===== src/rtl/matrix_pkg.sv =====
// Shared definitions for the matrix load/store path: width ladder, error codes
// and the loader FSM state encoding.
package matrix_pkg;

    typedef enum logic [1:0] {
        S_ROW  = 2'd0,
        S_COL  = 2'd1,
        S_DATA = 2'd2
    } load_state_e;

    localparam logic [1:0] ERR_NONE    = 2'b00;
    localparam logic [1:0] ERR_DIM     = 2'b01;
    localparam logic [1:0] ERR_TIMEOUT = 2'b10;

    // Bits needed to index n entries, never less than one bit.
    function automatic int width_ladder(input int n);
        if (n <= 2)
            return 1;
        else if (n <= 4)
            return 2;
        else if (n <= 8)
            return 3;
        else if (n <= 16)
            return 4;
        else if (n <= 32)
            return 5;
        else if (n <= 64)
            return 6;
        else
            return 7;
    endfunction

    function automatic int matrix_idx_w(input int matrix_num);
        return width_ladder(matrix_num);
    endfunction

    function automatic int addr_in_w(input int max_size);
        return width_ladder(max_size * max_size);
    endfunction

    function automatic int sel_idx_w(input int matrix_num);
        return width_ladder(matrix_num);
    endfunction

endpackage


===== src/rtl/rx_timeout_timer.sv =====
// Inter-byte gap timer: reload on each received byte, count while enabled,
// flag expiry once LIMIT cycles have passed since the byte was taken.
module rx_timeout_timer #(
    parameter int LIMIT = 10
) (
    input  logic clk,
    input  logic rst_n,
    input  logic srst,
    input  logic reload,
    input  logic en,
    output logic expire
);

    localparam int CW = $clog2(LIMIT + 1);

    logic [CW-1:0] cnt_r;

    // The reload value of 1 counts the byte's own cycle, so expiry lands LIMIT cycles after it.
    always_ff @(posedge clk or negedge rst_n) begin
        if (!rst_n) begin
            cnt_r <= CW'(0);
        end else if (srst) begin
            cnt_r <= CW'(0);
        end else if (reload) begin
            cnt_r <= CW'(1);
        end else if (en && (cnt_r != CW'(LIMIT - 1))) begin
            cnt_r <= cnt_r + CW'(1);
        end else begin
            cnt_r <= cnt_r;
        end
    end

    assign expire = en && (cnt_r == CW'(LIMIT - 1));

endmodule


===== src/rtl/uart_matrix_loader.sv =====
// Parses framed matrices (rows, cols, row-major elements) from the UART byte
// stream and drives the write port of the multi-matrix storage.
module uart_matrix_loader
    import matrix_pkg::*;
#(
    parameter int DATA_WIDTH  = 8,
    parameter int MAX_SIZE    = 5,
    parameter int MATRIX_NUM  = 8,
    parameter int CLK_FREQ    = 100000000,
    parameter int TIMEOUT_MS  = 1000,
    localparam int MATRIX_IDX_W = matrix_idx_w(MATRIX_NUM),
    localparam int ADDR_IN_W    = addr_in_w(MAX_SIZE)
) (
    input  logic                    clk,
    input  logic                    rst_n,
    input  logic [DATA_WIDTH-1:0]   rx_data,
    input  logic                    rx_valid,
    output logic                    matrix_wr_en,
    output logic [MATRIX_IDX_W-1:0] matrix_idx,
    output logic [2:0]              store_row,
    output logic [2:0]              store_col,
    output logic [ADDR_IN_W-1:0]    wr_addr_in,
    output logic [DATA_WIDTH-1:0]   matrix_wr_data,
    output logic                    load_busy,
    output logic                    load_done,
    output logic                    load_err,
    output logic [1:0]              err_code
);

    localparam int TIMEOUT_CYCLES = CLK_FREQ / 1000 * TIMEOUT_MS;
    localparam int PROD_W         = 6;

    load_state_e              state_r;
    logic [2:0]               rows_r;
    logic [2:0]               cols_r;
    logic [PROD_W-1:0]        total_r;
    logic [ADDR_IN_W-1:0]     elem_r;
    logic [MATRIX_IDX_W-1:0]  slot_r;
    logic                     expire_s;
    logic                     dim_ok_s;
    logic                     frame_open_s;
    logic                     last_elem_s;

    assign dim_ok_s     = (rx_data >= DATA_WIDTH'(1)) && (rx_data <= DATA_WIDTH'(MAX_SIZE));
    assign frame_open_s = (state_r == S_COL) || (state_r == S_DATA);
    assign last_elem_s  = (PROD_W'(elem_r) == (total_r - PROD_W'(1)));

    rx_timeout_timer #(
        .LIMIT (TIMEOUT_CYCLES)
    ) u_timer (
        .clk    (clk),
        .rst_n  (rst_n),
        .srst   (1'b0),
        .reload (rx_valid),
        .en     (frame_open_s),
        .expire (expire_s)
    );

    // Frame parser FSM with registered write-port and status outputs; a timeout outranks a same-cycle byte.
    always_ff @(posedge clk or negedge rst_n) begin
        if (!rst_n) begin
            state_r        <= S_ROW;
            rows_r         <= 3'd0;
            cols_r         <= 3'd0;
            total_r        <= PROD_W'(0);
            elem_r         <= ADDR_IN_W'(0);
            slot_r         <= MATRIX_IDX_W'(0);
            matrix_wr_en   <= 1'b0;
            matrix_idx     <= MATRIX_IDX_W'(0);
            store_row      <= 3'd0;
            store_col      <= 3'd0;
            wr_addr_in     <= ADDR_IN_W'(0);
            matrix_wr_data <= DATA_WIDTH'(0);
            load_busy      <= 1'b0;
            load_done      <= 1'b0;
            load_err       <= 1'b0;
            err_code       <= ERR_NONE;
        end else begin
            matrix_wr_en <= 1'b0;
            load_done    <= 1'b0;
            load_err     <= 1'b0;
            if (expire_s) begin
                state_r   <= S_ROW;
                load_busy <= 1'b0;
                load_err  <= 1'b1;
                err_code  <= ERR_TIMEOUT;
            end else if (rx_valid) begin
                case (state_r)
                    S_ROW: begin
                        if (dim_ok_s) begin
                            rows_r    <= rx_data[2:0];
                            state_r   <= S_COL;
                            load_busy <= 1'b1;
                        end else begin
                            load_err <= 1'b1;
                            err_code <= ERR_DIM;
                        end
                    end
                    S_COL: begin
                        if (dim_ok_s) begin
                            cols_r  <= rx_data[2:0];
                            total_r <= PROD_W'(rows_r) * PROD_W'(rx_data[2:0]);
                            elem_r  <= ADDR_IN_W'(0);
                            state_r <= S_DATA;
                        end else begin
                            state_r   <= S_ROW;
                            load_busy <= 1'b0;
                            load_err  <= 1'b1;
                            err_code  <= ERR_DIM;
                        end
                    end
                    S_DATA: begin
                        matrix_wr_en   <= 1'b1;
                        matrix_wr_data <= rx_data;
                        wr_addr_in     <= elem_r;
                        store_row      <= rows_r;
                        store_col      <= cols_r;
                        matrix_idx     <= slot_r;
                        if (last_elem_s) begin
                            load_done <= 1'b1;
                            load_busy <= 1'b0;
                            state_r   <= S_ROW;
                            if (slot_r == MATRIX_IDX_W'(MATRIX_NUM - 1)) begin
                                slot_r <= MATRIX_IDX_W'(0);
                            end else begin
                                slot_r <= slot_r + MATRIX_IDX_W'(1);
                            end
                        end else begin
                            elem_r <= elem_r + ADDR_IN_W'(1);
                        end
                    end
                    default: begin
                        state_r   <= S_ROW;
                        load_busy <= 1'b0;
                    end
                endcase
            end else begin
                state_r <= state_r;
            end
        end
    end

endmodule


===== config.mk =====
export PLATFORM = sky130hd
export DESIGN_NAME = uart_matrix_loader
export DESIGN_NICKNAME = d
export VERILOG_FILES = /design/src/rtl/matrix_pkg.sv /design/src/rtl/rx_timeout_timer.sv /design/src/rtl/uart_matrix_loader.sv
export SDC_FILE = /design/constraint.sdc
export NUM_CORES = 1
export LEC_CHECK = 0
export ABC_AREA = 1
export CORE_ASPECT_RATIO = 1.2
export CORE_MARGIN = 2
export CORE_UTILIZATION = 49
export CTS_CLUSTER_DIAMETER = 60
export CTS_CLUSTER_SIZE = 10
export DETAILED_ROUTE_END_ITERATION = 10
export GPL_TIMING_DRIVEN = 0
export HOLD_SLACK_MARGIN = 0.06
export MAX_ROUTING_LAYER = met4
export PLACE_DENSITY_LB_ADDON = 0.08
export REMOVE_ABC_BUFFERS = 1
export SYNTH_ARGS = -nofsm -noshare
export SYNTH_HDL_FRONTEND = slang
export SYNTH_HIERARCHICAL = 1
export SYNTH_SLANG_ARGS = --single-unit

===== constraint.sdc =====
create_clock -name clk -period 3.5 [get_ports clk]
set_clock_uncertainty 0.2 [all_clocks]
set_input_delay 0.7 -clock clk [delete_from_list [all_inputs] [get_ports clk]]
set_output_delay 0.7 -clock clk [all_outputs]
set_load 0.01 [all_outputs]

Yosys cells after proc, flatten, opt, wreduce, memory -nomap -nowiden
Index checks and enable logic that the tools add are counted.

Magnitude comparators: 2. Add/subtract/negate cells: 4. Multipliers: 1. Reduce and logical (&&, ||, !) cells: 18. Bitwise operators: 1. Eq/ne operators: 12. Multiplexer cells: 33.

Operators by type and width (number): 27-bit two-way mux (2); 27-bit by 1-bit adder with 27-bit output (second input constant) (1); 27-bit == test (second input constant) (1); 27-bit != test (second input constant) (1); 2-bit two-way mux (9); 1-bit two-way mux (16); 4-bit AND reduction (4); 5-bit two-way mux (2); 5-bit one-hot mux with 2 select lines (1); 3-bit != test (second input constant) (3); 3-bit AND reduction (3); 8-bit by 1-bit >= comparator with 1-bit output (second input constant) (1); 8-bit by 3-bit less-or-equal comparator with 1-bit output (second input constant) (1); 2-bit nonzero test (4); 5-bit by 6-bit == test with 1-bit output (1); 3-bit by 3-bit multiplier with 6-bit output (1); 2-bit != test (second input constant) (3); 2-bit one-hot mux with 3 select lines (1); 6-bit by 1-bit subtractor with 6-bit output (second input constant) (1); 5-bit by 1-bit adder with 5-bit output (second input constant) (1); 5-bit AND reduction (1); 3-bit by 1-bit adder with 3-bit output (second input constant) (1); 3-bit == test (second input constant) (1); 1-bit logical AND (3); 8 further kinds (8).

Output and inout bits: 28. Word-level logic and storage cells: 88. Bits of input ports: 11. Register bits: 77.

Longest topological paths before layout
Gate-level depths: netlist of run 1.

Depth in word-level cells: 6. Mapped depth: 15.

Modules after synthesis
The synthesis of run 1 kept the hierarchy.

By module, submodules not included: uart_matrix_loader (area an instance 2570.0 um2, instances 1, cells an instance 304); rx_timeout_timer (area an instance 2033.2 um2, instances 1, cells an instance 319).

Worst setup path after synthesis of run 1
Ideal clock, no wire load.

Path type: register to register. From: register state_r[0]. To: register matrix_idx[0]. Setup time: 130 ps. Period minus slack after synthesis: 2507 ps. Data arrival time: 2177 ps. Stages on the path, launching flop included: 13. Setup slack: 993 ps. Data required time: 3170 ps. Path through: dfrtp_1 -> inv_1 -> ha_1 -> clkbuf_1 -> buf_1 -> inv_1 -> nor2_1 -> nor2_1 -> inv_1 -> nor2_4 -> inv_2 -> clkbuf_1 -> o21ai_0.

Longest elaborated chain between the ends: 5. Elaborated cells between the ends (all ways): 6. Those cells by class: eq/ne (2); bitwise (1); reduce/logical (3).

Ends and longest elaborated chain: start: declaration (line uart_matrix_loader.sv:33) `load_state_e state_r;`; start signal: assignment (line uart_matrix_loader.sv:138) `state_r <= state_r;`; 2-bit by 1-bit == test with 1-bit output or 2-bit == test (tied branches) (line uart_matrix_loader.sv:45) `assign frame_open_s = (state_r == S_COL) || (state_r == S_DATA);`; 1-bit logical OR (*) (line uart_matrix_loader.sv:45); net frame_open_s (line uart_matrix_loader.sv:41) `logic frame_open_s;`; 1-bit logical AND (*) (line rx_timeout_timer.sv:33) `assign expire = en && (cnt_r == CW'(LIMIT - 1));`; net expire_s (line uart_matrix_loader.sv:39) `logic expire_s;`; 1-bit NOT (no source line) (*); 3-bit AND reduction (no source line) (*); end signal: assignment (line uart_matrix_loader.sv:118) `matrix_idx <= slot_r;`; end: declaration (line uart_matrix_loader.sv:19) `output logic [MATRIX_IDX_W-1:0] matrix_idx,`.

Mark *: on every way through the listed nets, which the timed path passes. The rest lies on a longest branch. A chain may end at the register's enable or synchronous reset.

Worst setup path in the final report of run 1
From: register state_r[1]. To: register matrix_wr_data[1].

Longest elaborated chain between the ends: 5. Elaborated cells between the ends (all ways): 6. Those cells by class: eq/ne (2); bitwise (1); reduce/logical (3).

Ends and longest elaborated chain: 2-bit by 1-bit == test with 1-bit output or 2-bit == test (tied branches) (line uart_matrix_loader.sv:45); 1-bit logical OR (*) (line uart_matrix_loader.sv:45); net frame_open_s (line uart_matrix_loader.sv:41); 1-bit logical AND (*) (line rx_timeout_timer.sv:33); net expire_s (line uart_matrix_loader.sv:39); 1-bit NOT (no source line) (*); 3-bit AND reduction (no source line) (*); end signal: assignment (line uart_matrix_loader.sv:114) `matrix_wr_data <= rx_data;`; end: declaration (line uart_matrix_loader.sv:23) `output logic [DATA_WIDTH-1:0] matrix_wr_data,`.

Marked as above.

==> flow_metrics.env, run 1 <==
export IMPL_status="complete, no violations"
export IMPL_synthTopCellsByArea="dfrtp_1 (42%), nand2_1 (16%), inv_1 (6.9%)"
export IMPL_yosysTopAreaCell="dfrtp_1"
export IMPL_p_leak_nw=2.50
export IMPL_grt_max_degree=46
export IMPL_dp_cells=772
export IMPL_synth_simple_area_share_pct=35.9
export IMPL_synth_top_family_by_area="simple AND/OR/NAND/NOR gates"
export IMPL_end_kind="flip-flop"
export IMPL_setup_violations=0
export IMPL_synth_compound_area_share_pct=6.31
export IMPL_yosysMostFrequentCell="nand2_1"
export IMPL_drt_iter0_drc=181
export IMPL_cp_required_ns=3.52
export IMPL_fin_crit_ns=2.89
export IMPL_period_share_pct=82.6
export IMPL_cts_setup_buffers=0
export IMPL_yosys_top_cells_count="nand2_1 (192), inv_1 (85), dfrtp_1 (77), nor2_1 (69), nand3_1 (43)"
export IMPL_synth_edf_count=0
export IMPL_slew_viol_final=0
export IMPL_fp_coreArea_um2=9080
export IMPL_clockBufferDepth=2
export IMPL_synth_xor_area_share_pct=1.90
export IMPL_ys_types=39
export IMPL_max_slew_margin_pct=45.2
export IMPL_dp_hpwl_mm=7.35
export IMPL_clk_pin_slew_ns=0.08
export IMPL_arrival_ns=2.91
export IMPL_postLayoutCoreUtil_pct=58.2
export IMPL_post_place_ws_ns=0.370
export IMPL_ys_seq_elements=77
export IMPL_clockRootBuffer="clkbuf_8"
export IMPL_avgSynthCellArea_um2=7.39
export IMPL_tightestPinTransition_ns=0.822
export IMPL_cts_tree="built"
export IMPL_die_area_um2=10200
export IMPL_synth_area_um2=4600
export IMPL_die_w_um=92.5
export IMPL_synth_top_area_share_pct=41.9
export IMPL_grt_overflow=0
export IMPL_hold_buffers=0
export IMPL_ys_flop_type="dfrtp_1"
export IMPL_die_y_um=110
export IMPL_area_delta_synth_final_pct=14.8
export IMPL_grt_pass1_vias=3811
export IMPL_vdd_drop_max_v=0.000188
export IMPL_vias=3899
export IMPL_via_per_inst=4.95
export IMPL_grt_pass1_wl_mm=17.2
export IMPL_yosysWarnings=6
export IMPL_wl_mm=9.83
export IMPL_async_flop_share_pct=100
export IMPL_finalHoldViolCount=0
export IMPL_max_cap_violations=0
export IMPL_ys_seq_area_share_pct=41.9
export IMPL_htree_num_levels=3
export IMPL_final_design_area_no_fill_um2=5290
export IMPL_drt_pass1_iterations=4
export IMPL_crit_path_max_fanout=37
export IMPL_finalWorstSetupSlack_ns=0.608
export IMPL_startpoint_type="flip-flop"
export IMPL_antenna_left=0
export IMPL_drc=0
export IMPL_ctsResizeCount=0
export IMPL_power_density_nw_per_um2=452
export IMPL_wire_per_inst_um=12.5
export IMPL_track_usage_pct=21.9
export IMPL_synthMuxAreaShare_pct=0
export IMPL_fmax_mhz=346
export IMPL_io_buffers=38
export IMPL_crit_type="reg2reg"
export IMPL_min_path_type="in2async"
export IMPL_layout_cells_non_filler=788
export IMPL_gp_congestion=0.929
export IMPL_numCtsBuffers=9
export IMPL_synth_fa_ha_area_share_pct=4.68
export IMPL_clock_latency_ns=0.36
export IMPL_diodes=0
export IMPL_rsz0062_at_grt="no"
export IMPL_rows=38
export IMPL_dpl_cell_area_um2=5080
export IMPL_drive_above_1_share_pct=7.04
export IMPL_cts_sink_count=77
export IMPL_start_util_pct=50.7
export IMPL_finalNetCount=690
export IMPL_top_level_ports=39
export IMPL_syn_inst=623
export IMPL_antenna_found_initial=0
==> metal layers <==
layer	GRT usage, %	part of all wire [%]
met4	9.49	2.6
met1	24.2	43
met3	3.40	1.6
met2	39.3	52
met5	-	0
==> worst paths after layout <==
kind	slack (ns)	endpoint	cells after the start	start
worst max register to register	0.61	matrix_wr_data[1]	9	state_r[1]
worst max-delay path	0.61	matrix_wr_data[1]	9	state_r[1]
worst min register to register	0.27	matrix_idx[1]	2	matrix_idx[1]
min in group clk	0.27	matrix_idx[1]	2	matrix_idx[1]
max in group asynchronous	2.44	state_r[1]	2	rst_n
worst min-delay path	0.09	cols_r[1]	1	rst_n
==> registers in the layout (all words and copies together), names as in the netlist, 5 cells and up <==
register and cells:
wr_addr_in 5, u_timer/cnt_r 27, matrix_wr_data 8, total_r 6, elem_r 5
==> layout by cell type, fill, tap and decap left out, types with 10 or more instances in the layout <==
cell type	n
clkbuf_8	10
clkdlybuf4s50_1	37
nand4_1	27
nand3_1	43
inv_1	85
dfrtp_1	77
nand2_1	192
nor2_1	69
ha_1	14
o21ai_0	37
==> stage by stage <==
step | hold WS [ns] | setup TNS [ns] | total power, mW
floorplan | 0.204 | 0 | 1.47
global placement | 0.254 | -98.29 | 1.71
detailed placement | 0.262 | 0 | 1.73
CTS | 0.0902 | 0 | 2.43
global route | 0.107 | 0 | 2.56
finish | 0.0860 | 0 | 2.39
==> where the power goes <==
| part | internal, mW | leakage [nW] | switching, mW |
|---|---|---|---|
| Clock | 0.349 | 0.0878 | 0.340 |
| Combinational | 0.271 | 1.43 | 0.356 |
| Sequential | 1.00 | 0.986 | 0.0732 |
==> cell families (layout without fill, tap and decap cells) <==
family | after synthesis | count (layout)
AO/OA/AOI/OAI | 54 | 54
AND/OR/NAND/NOR | 362 | 362
adder cells (fa/ha/maj) | 16 | 16
other | 1 | 4
XOR/XNOR | 10 | 10
flip-flops | 77 | 77
buffers and inverters | 103 | 145
==> worst max-delay path, cell delays in order, from the launching register on <==
cell and delay (ns):
dfrtp_1 0.38, inv_1 0.07, ha_1 0.82, inv_1 0.09, nor2_1 0.30, nor2_1 0.11
inv_1 0.13, nor2_4 0.08, inv_2 0.40, o21ai_0 0.15
==> cell type report <==
class,instances,area (um2)
flip-flops and latches,77,1930
fillers,836,3800
clock inverters,5,60.1
well taps,120,150
multi-input cells,446,2260
clock buffers,11,141
repair buffers,39,405
inverters,90,343
Power figures use the tool's default switching activity.
==> run 2: changes to the inputs <==
clock period = 2.9 ns   (was 3.5 ns; I/O delays follow)
==> run 2 against run 1 <==
Register-to-register slack got worse by 0.28 ns. Non-clock buffer count increased by 1. Wire length increased by 0.38%. Clock power increased by 21%. Critical path depth increased by 1. Total power increased by 21%. Sequential power increased by 21%.
==> flow_metrics.env, run 2 (synthesized netlist as in run 1, its figures left out) <==
export IMPL_status="complete, no violations"
export IMPL_grt_overflow=0
export IMPL_track_usage_pct=21.9
export IMPL_diodes=0
export IMPL_worstSetupStartpoint="rx_data[2]"
export IMPL_final_design_area_no_fill_um2=5300
export IMPL_r2r_cells=11
export IMPL_grt_pass1_wl_mm=17.2
export IMPL_end_kind="flip-flop"
export IMPL_rows=38
export IMPL_fp_coreArea_um2=9080
export IMPL_clk_pin_slew_ns=0.08
export IMPL_cts_tree="built"
export IMPL_clockRootBuffer="clkbuf_8"
export IMPL_startpoint_type="input port"
export IMPL_drt_pass1_iterations=4
export IMPL_antenna_left=0
export IMPL_drc=0
export IMPL_die_y_um=110
export IMPL_r2r_end="rows_r[2]"
export IMPL_start_util_pct=50.7
export IMPL_critPathCapture="total_r[4]"
export IMPL_postLayoutCoreUtil_pct=58.4
export IMPL_grt_max_degree=46
export IMPL_slew_viol_final=0
export IMPL_fin_crit_ns=2.64
export IMPL_gp_congestion=0.929
export IMPL_drt_iter0_drc=205
export IMPL_fillers=838
export IMPL_die_w_um=92.5
export IMPL_grt_pass1_vias=3811
export IMPL_largest_register="u_timer/cnt_r"
export IMPL_area_delta_synth_final_pct=15.2
export IMPL_setup_violations=0
export IMPL_power_density_nw_per_um2=546
export IMPL_layout_commonest_cell="nand2_1"
export IMPL_numCtsBuffers=9
export IMPL_cts_setup_buffers=0
export IMPL_p_leak_nw=2.51
export IMPL_antenna_found_initial=0
export IMPL_finalHoldViolCount=0
export IMPL_htree_num_levels=3
export IMPL_cp_required_ns=2.95
export IMPL_min_path_type="reg2reg"
export IMPL_io_buffers=38
export IMPL_top_level_ports=39
export IMPL_largest_reg_flops=27
export IMPL_path_cells="clkdlybuf4s50_1 > nand2_1 > inv_1 > fa_1 > ha_1 > inv_1 > fa_1 > xnor2_1 > nand2_1 > o21ai_2"
export IMPL_fmax_mhz=379
export IMPL_whs_ns=0.274
export IMPL_clock_latency_ns=0.36
export IMPL_cts_sink_count=77
export IMPL_slowest_stage="fa_1"
export IMPL_r2r_slack_ns=0.33
export IMPL_clockBufferDepth=2
export IMPL_vias=3913
export IMPL_reg_largest_list="u_timer/cnt_r (27), matrix_wr_data (8), total_r (6)"
export IMPL_wire_per_inst_um=12.5
export IMPL_max_slew_margin_pct=60.0
export IMPL_crit_path_max_fanout=7
export IMPL_arrival_ns=2.69
export IMPL_wl_mm=9.86
export IMPL_slowest_delay_ns=0.54
export IMPL_total_power_mw=2.89
export IMPL_crit_type="in2reg"
export IMPL_rsz0062_at_grt="no"
export IMPL_tightestPinTransition_ns=0.598
export IMPL_max_cap_violations=0
export IMPL_dp_hpwl_mm=7.35
export IMPL_worst_r2r_startpoint="u_timer/cnt_r[0]"
export IMPL_via_per_inst=4.96
export IMPL_die_area_um2=10200
export IMPL_period_share_pct=91.1
export IMPL_finalNetCount=691
export IMPL_drive_above_1_share_pct=7.32
export IMPL_dpl_cell_area_um2=5080
export IMPL_vdd_drop_max_v=0.000227
export IMPL_layout_common_cells="nand2_1 (192), inv_1 (85), dfrtp_1 (77), nor2_1 (68), nand3_1 (43)"
==> run 2: cell types whose count changed in the layout (fill, tap and decap cells not counted) <==
cell,before,now
dlygate4sd3_1,0,1
ha_1,14,13
ha_2,0,1
inv_2,2,1
inv_4,0,1
nor2_1,69,68
nor2_2,2,3
==> run 2: layer usage <==
layer	vias to the layer above	GRT usage, %	wire, um
met4	0	9.49	239
met1	1819	24.2	4330
met3	15	3.40	173
li1	2035	-	-
met5	-	-	0
met2	44	39.3	5120
==> run 2: how the worst min path moves through the flow <==
stage                                    to         startpoint  cells after the start  slack (ns)
after global routing          matrix_idx[1]      matrix_idx[1]                      2        0.31
final                         matrix_idx[1]      matrix_idx[1]                      2        0.27
after CTS                     matrix_idx[2]      matrix_idx[2]                      2        0.28
after floorplan                   cols_r[0]              rst_n                      0        0.08
after detailed placement      matrix_idx[2]      matrix_idx[2]                      2        0.26
after global placement    matrix_wr_data[7]  matrix_wr_data[7]                      2        0.25
==> run 2: worst max-delay path, delay by kind of cell <==
family                   cells  cell delay [ns]
AND/OR/NAND/NOR              2             0.21
AO/OA/AOI/OAI                1             0.05
buffers and inverters        3             0.65
adder cells (fa/ha/maj)      3             1.09
XOR/XNOR                     1             0.13
==> run 2: repair_timing <==
action	4_1_cts	5_1_grt
setup endpoints to repair	16	23
hold buffers	1	0
cloned	0	0
pin swaps	0	0
resized for setup	1	3
endpoints found under the hold margin	32	0
==> run 2: metrics by stage <==
stage / setup WS, ns / instances / TNS (ns)
detailed placement: -0.110 / 772 / -0.231
finish: 0.258 / 789 / 0
global route: 0.0352 / 789 / 0
CTS: 0.0241 / 789 / 0
global placement: -1.76 / 771 / -135.46
floorplan: 0.538 / 613 / 0
==> run 2: power breakdown <==
group / leakage, nW / internal, mW / switching (mW)
combinational: 1.43 / 0.333 / 0.434
clock: 0.0878 / 0.421 / 0.410
sequential: 0.986 / 1.21 / 0.0877
total: 2.51 / 1.96 / 0.931
==> run 2: cell type report <==
class / count / area (um2) / area share, %
Multi-Input combinational cell: 446 / 2260 / 42.7
Sequential cell: 77 / 1930 / 36.3
Timing Repair Buffer: 40 / 415 / 7.83
Inverter: 90 / 345 / 6.51
Tap cell: 120 / 150 / 2.83
Clock buffer: 11 / 141 / 2.67
Clock inverter: 5 / 60.1 / 1.13
